==> config.mk <==
export PLATFORM = sky130hd
export DESIGN_NAME = lsu_sequencer
export DESIGN_NICKNAME = d
export VERILOG_FILES = /design/src/rtl/lsu_pkg.sv /design/src/rtl/lsu_align.sv /design/src/rtl/lsu_sequencer.sv
export SDC_FILE = /design/constraint.sdc
export NUM_CORES = 1
export LEC_CHECK = 0
export ABC_AREA = 1
export BUFFER_PORTS_ARGS = -buffer_cell sky130_fd_sc_hd__buf_2
export CORE_MARGIN = 2
export CORE_UTILIZATION = 51
export DETAILED_ROUTE_END_ITERATION = 8
export GPL_TIMING_DRIVEN = 0
export PLACE_DENSITY_LB_ADDON = 0.05
export RECOVER_POWER = 100
export SETUP_SLACK_MARGIN = 0.5
export SLEW_MARGIN = 20
export SYNTH_ARGS = -nofsm -noshare
export SYNTH_HDL_FRONTEND = slang
export SYNTH_SLANG_ARGS = --single-unit
export TNS_END_PERCENT = 30
==> constraint.sdc <==
create_clock -name clk -period 3.2 [get_ports clk]
set_input_delay 0.96 -clock clk [delete_from_list [all_inputs] [get_ports clk]]
set_output_delay 0.96 -clock clk [all_outputs]
set_load 0.005 [all_outputs]
==> src/rtl/lsu_pkg.sv <==
// Shared types for the load/store sequencer: access encodings, FSM states, latched access payload.
package lsu_pkg;

  localparam int unsigned XLEN                   = 32;
  localparam int unsigned BE_W                   = XLEN / 8;
  localparam int unsigned CNT_W                  = 8;
  localparam int unsigned DEFAULT_TIMEOUT_CYCLES = 255;

  typedef enum logic [2:0] {
    LD_LB  = 3'b000,
    LD_LH  = 3'b001,
    LD_LW  = 3'b010,
    LD_LBU = 3'b011,
    LD_LHU = 3'b100
  } load_e;

  typedef enum logic [1:0] {
    ST_SB = 2'b00,
    ST_SH = 2'b01,
    ST_SW = 2'b10
  } store_e;

  typedef enum logic [1:0] {
    S_IDLE = 2'b00,
    S_REQ  = 2'b01,
    S_DONE = 2'b10
  } state_e;

  // One memory access as captured when the sequencer leaves IDLE.
  typedef struct packed {
    logic [XLEN-1:0] addr;
    logic [XLEN-1:0] wdata;
    load_e           load_src;
    store_e          store_src;
    logic            we;
  } acc_t;

endpackage

==> src/rtl/lsu_align.sv <==
// Byte-lane logic: alignment check, byte enables, store-data replication and load extension.
module lsu_align
  import lsu_pkg::*;
(
  input  logic [1:0]      addr_lo_i,
  input  logic            we_i,
  input  load_e           load_src_i,
  input  store_e          store_src_i,
  input  logic [XLEN-1:0] wdata_i,
  input  logic [XLEN-1:0] rdata_i,
  output logic            aligned_o,
  output logic [BE_W-1:0] be_o,
  output logic [XLEN-1:0] wdata_o,
  output logic [XLEN-1:0] ext_o
);

  logic [7:0]  byte_sel;
  logic [15:0] half_sel;

  // Pick the addressed byte/half out of the returned word.
  always_comb begin
    byte_sel = rdata_i[7:0];
    case (addr_lo_i)
      2'b01:   byte_sel = rdata_i[15:8];
      2'b10:   byte_sel = rdata_i[23:16];
      2'b11:   byte_sel = rdata_i[31:24];
      default: byte_sel = rdata_i[7:0];
    endcase
    half_sel = addr_lo_i[1] ? rdata_i[31:16] : rdata_i[15:0];
  end

  always_comb begin
    aligned_o = 1'b1;
    be_o      = '1;
    wdata_o   = wdata_i;
    ext_o     = '0;
    if (we_i) begin
      case (store_src_i)
        ST_SB: begin
          be_o    = 4'b0001 << addr_lo_i;
          wdata_o = {4{wdata_i[7:0]}};
        end
        ST_SH: begin
          aligned_o = ~addr_lo_i[0];
          be_o      = 4'b0011 << addr_lo_i;
          wdata_o   = {2{wdata_i[15:0]}};
        end
        default: aligned_o = (addr_lo_i == 2'b00);
      endcase
    end else begin
      case (load_src_i)
        LD_LB:  ext_o = {{24{byte_sel[7]}}, byte_sel};
        LD_LBU: ext_o = {24'b0, byte_sel};
        LD_LH: begin
          aligned_o = ~addr_lo_i[0];
          ext_o     = {{16{half_sel[15]}}, half_sel};
        end
        LD_LHU: begin
          aligned_o = ~addr_lo_i[0];
          ext_o     = {16'b0, half_sel};
        end
        default: begin
          aligned_o = (addr_lo_i == 2'b00);
          ext_o     = rdata_i;
        end
      endcase
    end
  end

endmodule

==> src/rtl/lsu_sequencer.sv <==
// Load/store sequencer: IDLE -> REQ -> DONE handshake with a single-port memory.
// Optional memReady timeout enabled by defining LSU_TIMEOUT_EN.
module lsu_sequencer
  import lsu_pkg::*;
#(
  parameter int unsigned TIMEOUT_CYCLES = DEFAULT_TIMEOUT_CYCLES
) (
  input  logic        clk,
  input  logic        resetN,
  input  logic        memRead,
  input  logic        memWrite,
  input  logic [2:0]  loadSrc,
  input  logic [1:0]  storeSrc,
  input  logic [31:0] addr,
  input  logic [31:0] wdata,
  output logic        stall,
  output logic [31:0] rdata,
  output logic        done,
  output logic        misaligned,
  output logic        busErr,
  output logic        memReq,
  output logic        memWe,
  output logic [31:0] memAddr,
  output logic [3:0]  memBe,
  output logic [31:0] memWdata,
  input  logic        memReady,
  input  logic [31:0] memRdata
);

  if (TIMEOUT_CYCLES < 1 || TIMEOUT_CYCLES > 255) begin : g_bad_timeout
    $error("lsu_sequencer: TIMEOUT_CYCLES must be within 1..255");
  end

  state_e          state_q, state_d;
  acc_t            acc_q, acc_live;
  logic [XLEN-1:0] rdata_q;
  logic            access_c, accept_c, timeout_hit;

  logic [1:0]      al_addr_lo;
  logic            al_we;
  load_e           al_load;
  store_e          al_store;
  logic [XLEN-1:0] al_wdata_in;
  logic            al_aligned;
  logic [BE_W-1:0] al_be;
  logic [XLEN-1:0] al_wdata;
  logic [XLEN-1:0] al_ext;

  // A simultaneous read+write request is treated as a write.
  assign acc_live = '{addr:      addr,
                      wdata:     wdata,
                      load_src:  load_e'(loadSrc),
                      store_src: store_e'(storeSrc),
                      we:        memWrite};

  // IDLE checks the live request; REQ drives lanes from the latched one.
  assign al_addr_lo  = (state_q == S_IDLE) ? acc_live.addr[1:0]  : acc_q.addr[1:0];
  assign al_we       = (state_q == S_IDLE) ? acc_live.we         : acc_q.we;
  assign al_load     = (state_q == S_IDLE) ? acc_live.load_src   : acc_q.load_src;
  assign al_store    = (state_q == S_IDLE) ? acc_live.store_src  : acc_q.store_src;
  assign al_wdata_in = (state_q == S_IDLE) ? acc_live.wdata      : acc_q.wdata;

  lsu_align u_align (
    .addr_lo_i   (al_addr_lo),
    .we_i        (al_we),
    .load_src_i  (al_load),
    .store_src_i (al_store),
    .wdata_i     (al_wdata_in),
    .rdata_i     (memRdata),
    .aligned_o   (al_aligned),
    .be_o        (al_be),
    .wdata_o     (al_wdata),
    .ext_o       (al_ext)
  );

  assign access_c = memRead | memWrite;
  assign accept_c = (state_q == S_IDLE) & access_c & al_aligned;

`ifdef LSU_TIMEOUT_EN
  logic [CNT_W-1:0] cnt_q;
  logic             err_q;

  // Counts REQ cycles that went by without memReady.
  always_ff @(posedge clk or negedge resetN) begin
    if (!resetN) begin
      cnt_q <= '0;
      err_q <= 1'b0;
    end else begin
      err_q <= timeout_hit;
      if (accept_c) begin
        cnt_q <= '0;
      end else if ((state_q == S_REQ) && !memReady) begin
        cnt_q <= cnt_q + CNT_W'(1);
      end
    end
  end

  assign timeout_hit = (state_q == S_REQ) && !memReady &&
                       (cnt_q == CNT_W'(TIMEOUT_CYCLES - 1));
  assign busErr      = (state_q == S_DONE) && err_q;
`else
  assign timeout_hit = 1'b0;
  assign busErr      = 1'b0;
`endif

  always_ff @(posedge clk or negedge resetN) begin
    if (!resetN) begin
      state_q <= S_IDLE;
    end else begin
      state_q <= state_d;
    end
  end

  always_comb begin
    state_d = state_q;
    case (state_q)
      S_IDLE:  if (accept_c) state_d = S_REQ;
      S_REQ:   if (memReady || timeout_hit) state_d = S_DONE;
      S_DONE:  state_d = S_IDLE;
      default: state_d = S_IDLE;
    endcase
  end

  always_comb begin
    stall      = 1'b0;
    misaligned = 1'b0;
    done       = 1'b0;
    memReq     = 1'b0;
    memWe      = 1'b0;
    memAddr    = '0;
    memBe      = '0;
    memWdata   = '0;
    case (state_q)
      S_IDLE: begin
        misaligned = access_c & ~al_aligned;
        stall      = access_c & al_aligned;
      end
      S_REQ: begin
        stall    = 1'b1;
        memReq   = 1'b1;
        memWe    = acc_q.we;
        memAddr  = {acc_q.addr[XLEN-1:2], 2'b00};
        memBe    = al_be;
        memWdata = al_wdata;
      end
      S_DONE:  done = 1'b1;
      default: ;
    endcase
  end

  // Access capture and load-result register; a timeout returns zero.
  always_ff @(posedge clk or negedge resetN) begin
    if (!resetN) begin
      acc_q   <= '0;
      rdata_q <= '0;
    end else begin
      if (accept_c) begin
        acc_q <= acc_live;
      end
      if ((state_q == S_REQ) && memReady) begin
        rdata_q <= acc_q.we ? '0 : al_ext;
      end else if (timeout_hit) begin
        rdata_q <= '0;
      end
    end
  end

  assign rdata = rdata_q;

endmodule

### Yosys cells after proc, flatten, opt, wreduce, memory -nomap -nowiden

Cells that the tools add are included.

* equal/unequal tests: 11
* shift-type cells: 2
* multiplexer cells: 28
* bitwise gates (word level): 7
* reductions and logical operators: 8

Operators by type and width (number)
* 32-bit two-way mux: 6
* 32-bit one-hot mux with 4 select lines: 1
* 32-bit one-hot mux with 2 select lines: 1
* 8-bit one-hot mux with 3 select lines: 1
* 16-bit two-way mux: 1
* 2-bit two-way mux: 4
* 4-bit two-way mux: 2
* 4-bit one-hot mux with 2 select lines: 1
* 2-bit by 1-bit equality test with 1-bit output (second input constant): 3
* 2-bit equality test (second input constant): 3
* 2-bit logical NOT: 3
* 1-bit two-way mux: 6
* 1-bit one-hot mux with 2 select lines: 3
* 1-bit bitwise AND: 4
* 2-bit != test (second input constant): 2
* 2-bit one-hot mux with 2 select lines: 1
* 2-bit OR reduction: 2
* 1-bit by 2-bit left shift with 4-bit output (first input constant): 1
* 2-bit by 2-bit left shift with 4-bit output (first input constant): 1
* 3-bit by 1-bit equality test with 1-bit output (second input constant): 1
* 3-bit by 2-bit equality test with 1-bit output (second input constant): 1
* 3-bit equality test (second input constant): 1
* 3-bit logical NOT: 1
* 3-bit two-way mux: 1
* 4 further kinds: 5

* register bits after elaboration: 104
* input port bits: 106
* output and inout bits: 106
* word-level logic and storage cells: 63

### Logic depth before layout (Yosys ltp)

* depth after elaboration: 9
* depth in mapped cells: 13
* depth with buffers taken out: 12

### Hierarchy

Synthesis repeated with hierarchy kept, for this count alone.

* cells, all modules: 1060
* area, all modules: 6895.4 um^2

By module, submodules not included
* lsu_sequencer: times used 1, cells each 742, area each 5447.7 um^2, seq. area each 2602.5 um^2
* lsu_align: times used 1, cells each 318, area each 1447.6 um^2, seq. area each 0.0 um^2

### Worst setup path before layout

OpenSTA, ideal clock, no wires.

* path type: input port to output port
* from: input loadSrc[0]
* to: output misaligned
* arrival: 1.998 ns
* data required time: 2.240 ns
* setup slack: 0.242 ns
* stages on the path: 9
* path buffers: 1
* path through: inv_1 nand2_1 nand2_1 o21ai_2 nand3_1 nand2_1 nand2_2 buf_2 nor3_1

* cells in the longest elaborated chain, start to end: 8
* elaborated cells on any way between the ends: 12
* those cells by class: 3 x eq/ne; 4 x mux; 2 x bitwise; 3 x reduce/logical

RTL lines
* from (decl): RTL line lsu_sequencer.sv:12 `input logic [2:0] loadSrc,`
* 3-bit two-way mux *: RTL line lsu_sequencer.sv:59 `assign al_load = (state_q == S_IDLE) ? acc_live.load_src : acc_q.load_src;`
* 3-bit by 1-bit equality test with 1-bit output (tied with other cells): RTL line lsu_align.sv:51 `case (load_src_i)`
* 2-bit OR reduction (no source line)
* 1-bit one-hot mux with 2 select lines *: RTL line lsu_align.sv:51
* 1-bit two-way mux *: RTL line lsu_align.sv:37 `if (we_i) begin`
* 1-bit NOT *: RTL line lsu_sequencer.sv:135 `misaligned = access_c & ~al_aligned;`
* 1-bit bitwise AND *: RTL line lsu_sequencer.sv:135
* 1-bit two-way mux *: RTL line lsu_sequencer.sv:133 `case (state_q)`
* to (decl): RTL line lsu_sequencer.sv:19 `output logic misaligned,`

Every way passes the cells marked *; elsewhere a longest branch is shown, timed or not.

### Worst setup path after layout

* from: register state_q[1]
* to: output stall

* cells in the longest elaborated chain, start to end: 8
* elaborated cells on any way between the ends: 21
* those cells by class: 5 x eq/ne; 8 x mux; 2 x bitwise; 6 x reduce/logical

RTL lines
* from (decl): RTL line lsu_sequencer.sv:34 `state_e state_q, state_d;`
* from (signal assigned): RTL line lsu_sequencer.sv:110 `state_q <= state_d;`
* 2-bit logical NOT
* 3-bit two-way mux: RTL line lsu_sequencer.sv:59
* 3-bit by 1-bit equality test with 1-bit output (tied with other cells): RTL line lsu_align.sv:51
* 2-bit OR reduction (no source line)
* 1-bit one-hot mux with 2 select lines: RTL line lsu_align.sv:51
* 1-bit two-way mux: RTL line lsu_align.sv:37
* 1-bit bitwise AND: RTL line lsu_sequencer.sv:136 `stall = access_c & al_aligned;`
* 1-bit one-hot mux with 2 select lines *: RTL line lsu_sequencer.sv:133
* to (decl): RTL line lsu_sequencer.sv:16 `output logic stall,`

Marked as above.

==> flow_metrics.py <==
metrics = {
    "final_layout": {
        "layout.cells.non_filler": 1389,
        "nets": 1321,
        "syn_to_final_growth_pct": 41.04,
        "layout-drive-gt1-share_pct": 32.05,
        "final_core_util_pct": 73.93,
    },
    "synth": {
        "yosysSeqAreaShare_pct": 41.16,
        "synth.avg_cell_area_sq_um": 6.704,
        "synthArstFlopShare_pct": 100.0,
        "synthFlopType": "dfrtp_1",
        "yosysWarnings": 0,
        "syn_area_sq_um": 6322,
        "postSynthCellCount": 943,
        "ys_seq_elements": 104,
        "synth_edf_count": 0,
        "ys_types": 32,
    },
    "timing": {
        "timing.fmax_mhz": 316.2,
        "fin_crit_ns": 3.162,
        "finalMaxSlewViolations": 25,
        "hold_slack_ns": 0.4733,
        "setup_viol": 0,
        "finalHoldViolations": 0,
        "rsz0062_at_grt": "yes",
        "finalCritPeriodShare_pct": 98.83,
        "slew_headroom_pct": -4.775,
        "finClkSkew_ns": 0.006204,
        "tns_ns": 0,
        "worst_pin_slew_ns": 1.572,
    },
    "power_and_ir_drop": {
        "power_mw": 10.40,
        "ir_worst_vdd_mv": 0.6105,
        "p_leak_nw": 5.189,
        "power_density_nw_per_um2": 1166,
    },
    "route": {
        "wl_mm": 21.58,
        "post-route-drc-count": 0,
        "via_count": 7314,
        "antenna_left": 0,
        "vias_per_cell": 5.266,
        "wl_per_cell_um": 15.54,
        "drt-pass1-iter-count": 7,
        "drt-initial-drc-count": 718,
    },
    "placed_design": {
        "gp_congestion": 0.9542,
        "dpl.hpwl_mm": 14.31,
        "dp_cells": 1322,
        "port_buffers": 208,
    },
    "die": {
        "dieArea_sq_um": 13300,
        "die_w_um": 115.3,
        "start_util_pct": 52.42,
        "coreArea_sq_um": 12060,
        "rows": 40,
        "io-pin-count": 212,
        "die_h_um": 115.3,
    },
    "grt": {
        "grt_max_degree": 81,
        "antenna_found_initial": 1,
        "grt_pass1_wl_mm": 32.73,
        "track_usage_pct": 31.37,
        "grt_pass1_vias": 6540,
        "overflow": 0,
    },
    "clock_tree": {
        "cts_tree": "yes",
        "cts_max_level": 3,
        "cts-root-buf": "clkbuf_16",
        "hold_buffers": 0,
        "clkTransAtPathRegs_ns": 0.07,
        "cts_buffer_depth": 2,
        "clk_latency_ns": 0.36,
        "numCtsBuffers": 9,
        "cts_num_sinks": 104,
    },
    "setup_path": {
        "critPathSlowestCell": "dfrtp_2",
        "crit_arrival_ns": 2.20,
        "crit_chain": "nor2_4 -> buf_12 -> buf_12 -> nand2_4 -> o21ai_4 -> nand2_2 -> a21oi_2 -> nand2_4 -> nand2_8 -> nand2_8 -> buf_8 -> nand2_2 -> buf_2",
        "crit_family": "simple AND/OR/NAND/NOR gates",
        "end_kind": "output port",
        "required_ns": 2.24,
        "slowest_delay_ns": 0.45,
        "crit_type": "register to output port",
        "crit_fanout": 4,
        "start_kind": "register",
        "path_buf_inv": 4,
    },
    "run_status": {
        "violations": "max-capacitance violations, max-slew violations",
        "status": "complete, but fails checks",
    },
    "min_path": {
        "hp-class": "register to register",
    },
    "flow_run": {
        "maxCapViolCount": 1,
    },
}
==> flip-flops by register name, summed over array words and instances (netlist names) <==
signal,count
acc_q,70
rdata,32
state_q,2
==> report_power, final <==
part | internal, mW | switching (mW) | total (mW)
Clock | 0.633 | 0.517 | 1.15
Sequential | 1.92 | 0.347 | 2.26
Combinational | 2.80 | 4.19 | 6.99
Total | 5.35 | 5.05 | 10.4
==> synthesized netlist by cell type, drive strengths merged, types with 2 or more instances <==
master / instances / area share [%]
buf: 31 / 3.3
mux2i: 7 / 1.1
nand3: 107 / 8.6
o21ai: 81 / 6.5
inv: 117 / 6.9
a22o: 2 / 0.28
clkbuf: 30 / 1.8
dfrtp: 104 / 41
nand3b: 15 / 1.8
nor2: 62 / 3.8
nand2: 348 / 21
or2: 2 / 0.20
a31oi: 2 / 0.20
a21oi: 22 / 1.8
o211ai: 6 / 0.79
a311oi: 4 / 0.55
==> stage by stage <==
step                      worst slack [ns]  area (sq um)
after CTS                           0.1130          8662
final                              0.03750          8917
after global placement             -0.2579          7650
after detailed placement           -0.2516          7684
after floorplan                     0.3251          6399
after global routing              -0.03535          8917
==> cell usage in the layout (no fill, tap or decap), types with 5 or more instances in the layout <==
cell,netlist,final
nand2_1,343,313
buf_8,0,5
clkbuf_16,0,10
buf_2,16,197
nor2_1,60,51
a21oi_2,1,6
nor2_4,1,7
nand3_1,105,101
nand2_4,1,9
nand2_2,4,23
nand3_2,2,5
o21ai_0,68,55
o211ai_1,5,5
inv_1,109,102
dfrtp_1,104,102
a21oi_1,21,15
o21ai_2,1,10
o21ai_1,12,12
clkbuf_1,30,42
buf_4,5,42
inv_2,8,12
buf_6,7,20
nand3b_1,15,15
==> what timing repair did <==
| item | CTS | global route |
|---|---|---|
| pin swaps | 28 | 25 |
| gates resized for setup | 111 | 47 |
| buffers inserted | 32 | 14 |
| cloned | 4 | 0 |
| setup endpoints to repair | 69 | 70 |
==> worst reg2reg max path: cells and delay by family, from the launching register on <==
kind | cells | cell delay [ns]
buffers and inverters | 5 | 0.75
DFF | 1 | 0.45
AOI/OAI and AO/OA | 2 | 0.27
and+or+nand+nor | 8 | 0.81
==> layout make-up <==
cell class,instances,area [sq um]
multi-input combinational,664,3398
fill,1000,3144
sequential,104,2605
timing repair buffer,258,1501
inverter,117,454.2
buffer,61,446.7
clock buffer,12,246.5
tap,168,210.2
clock inverter,4,52.55
antenna,1,2.502
==> logic make-up after synthesis <==
group	count (synthesis)	share of synthesized area, %
AOI/OAI and AO/OA	117	10.09
buffers and inverters	178	12.01
DFF	104	41.16
muxes	7	1.108
other	1	0.05931
and+or+nand+nor	536	35.56
==> worst paths after layout <==
check / slack (ns) / end / from / cells after the start
max: 0.04 / stall / state_q[1]$_DFFE_PN0P_ / 13
min: 0.47 / acc_q[19]$_DFFE_PN0P_ / acc_q[19]$_DFFE_PN0P_ / 2
max reg2reg: 0.81 / acc_q[8]$_DFFE_PN0P_ / state_q[1]$_DFFE_PN0P_ / 15
min reg2reg: 0.47 / acc_q[19]$_DFFE_PN0P_ / acc_q[19]$_DFFE_PN0P_ / 2
max in group asynchronous: 1.14 / acc_q[53]$_DFFE_PN0P_ / resetN / 2
min in group asynchronous: 0.98 / acc_q[67]$_DFFE_PN0P_ / resetN / 1
==> layer usage <==
layer	global-route usage, %	vias up	share of wire (%)
li1	-	3488	-
met1	44.56	3334	42
met2	48.69	431	46
met3	4.375	61	8.9
met4	12.37	0	3.4
met5	0	-	0
Note: power is estimated with default switching activity, not from simulation.
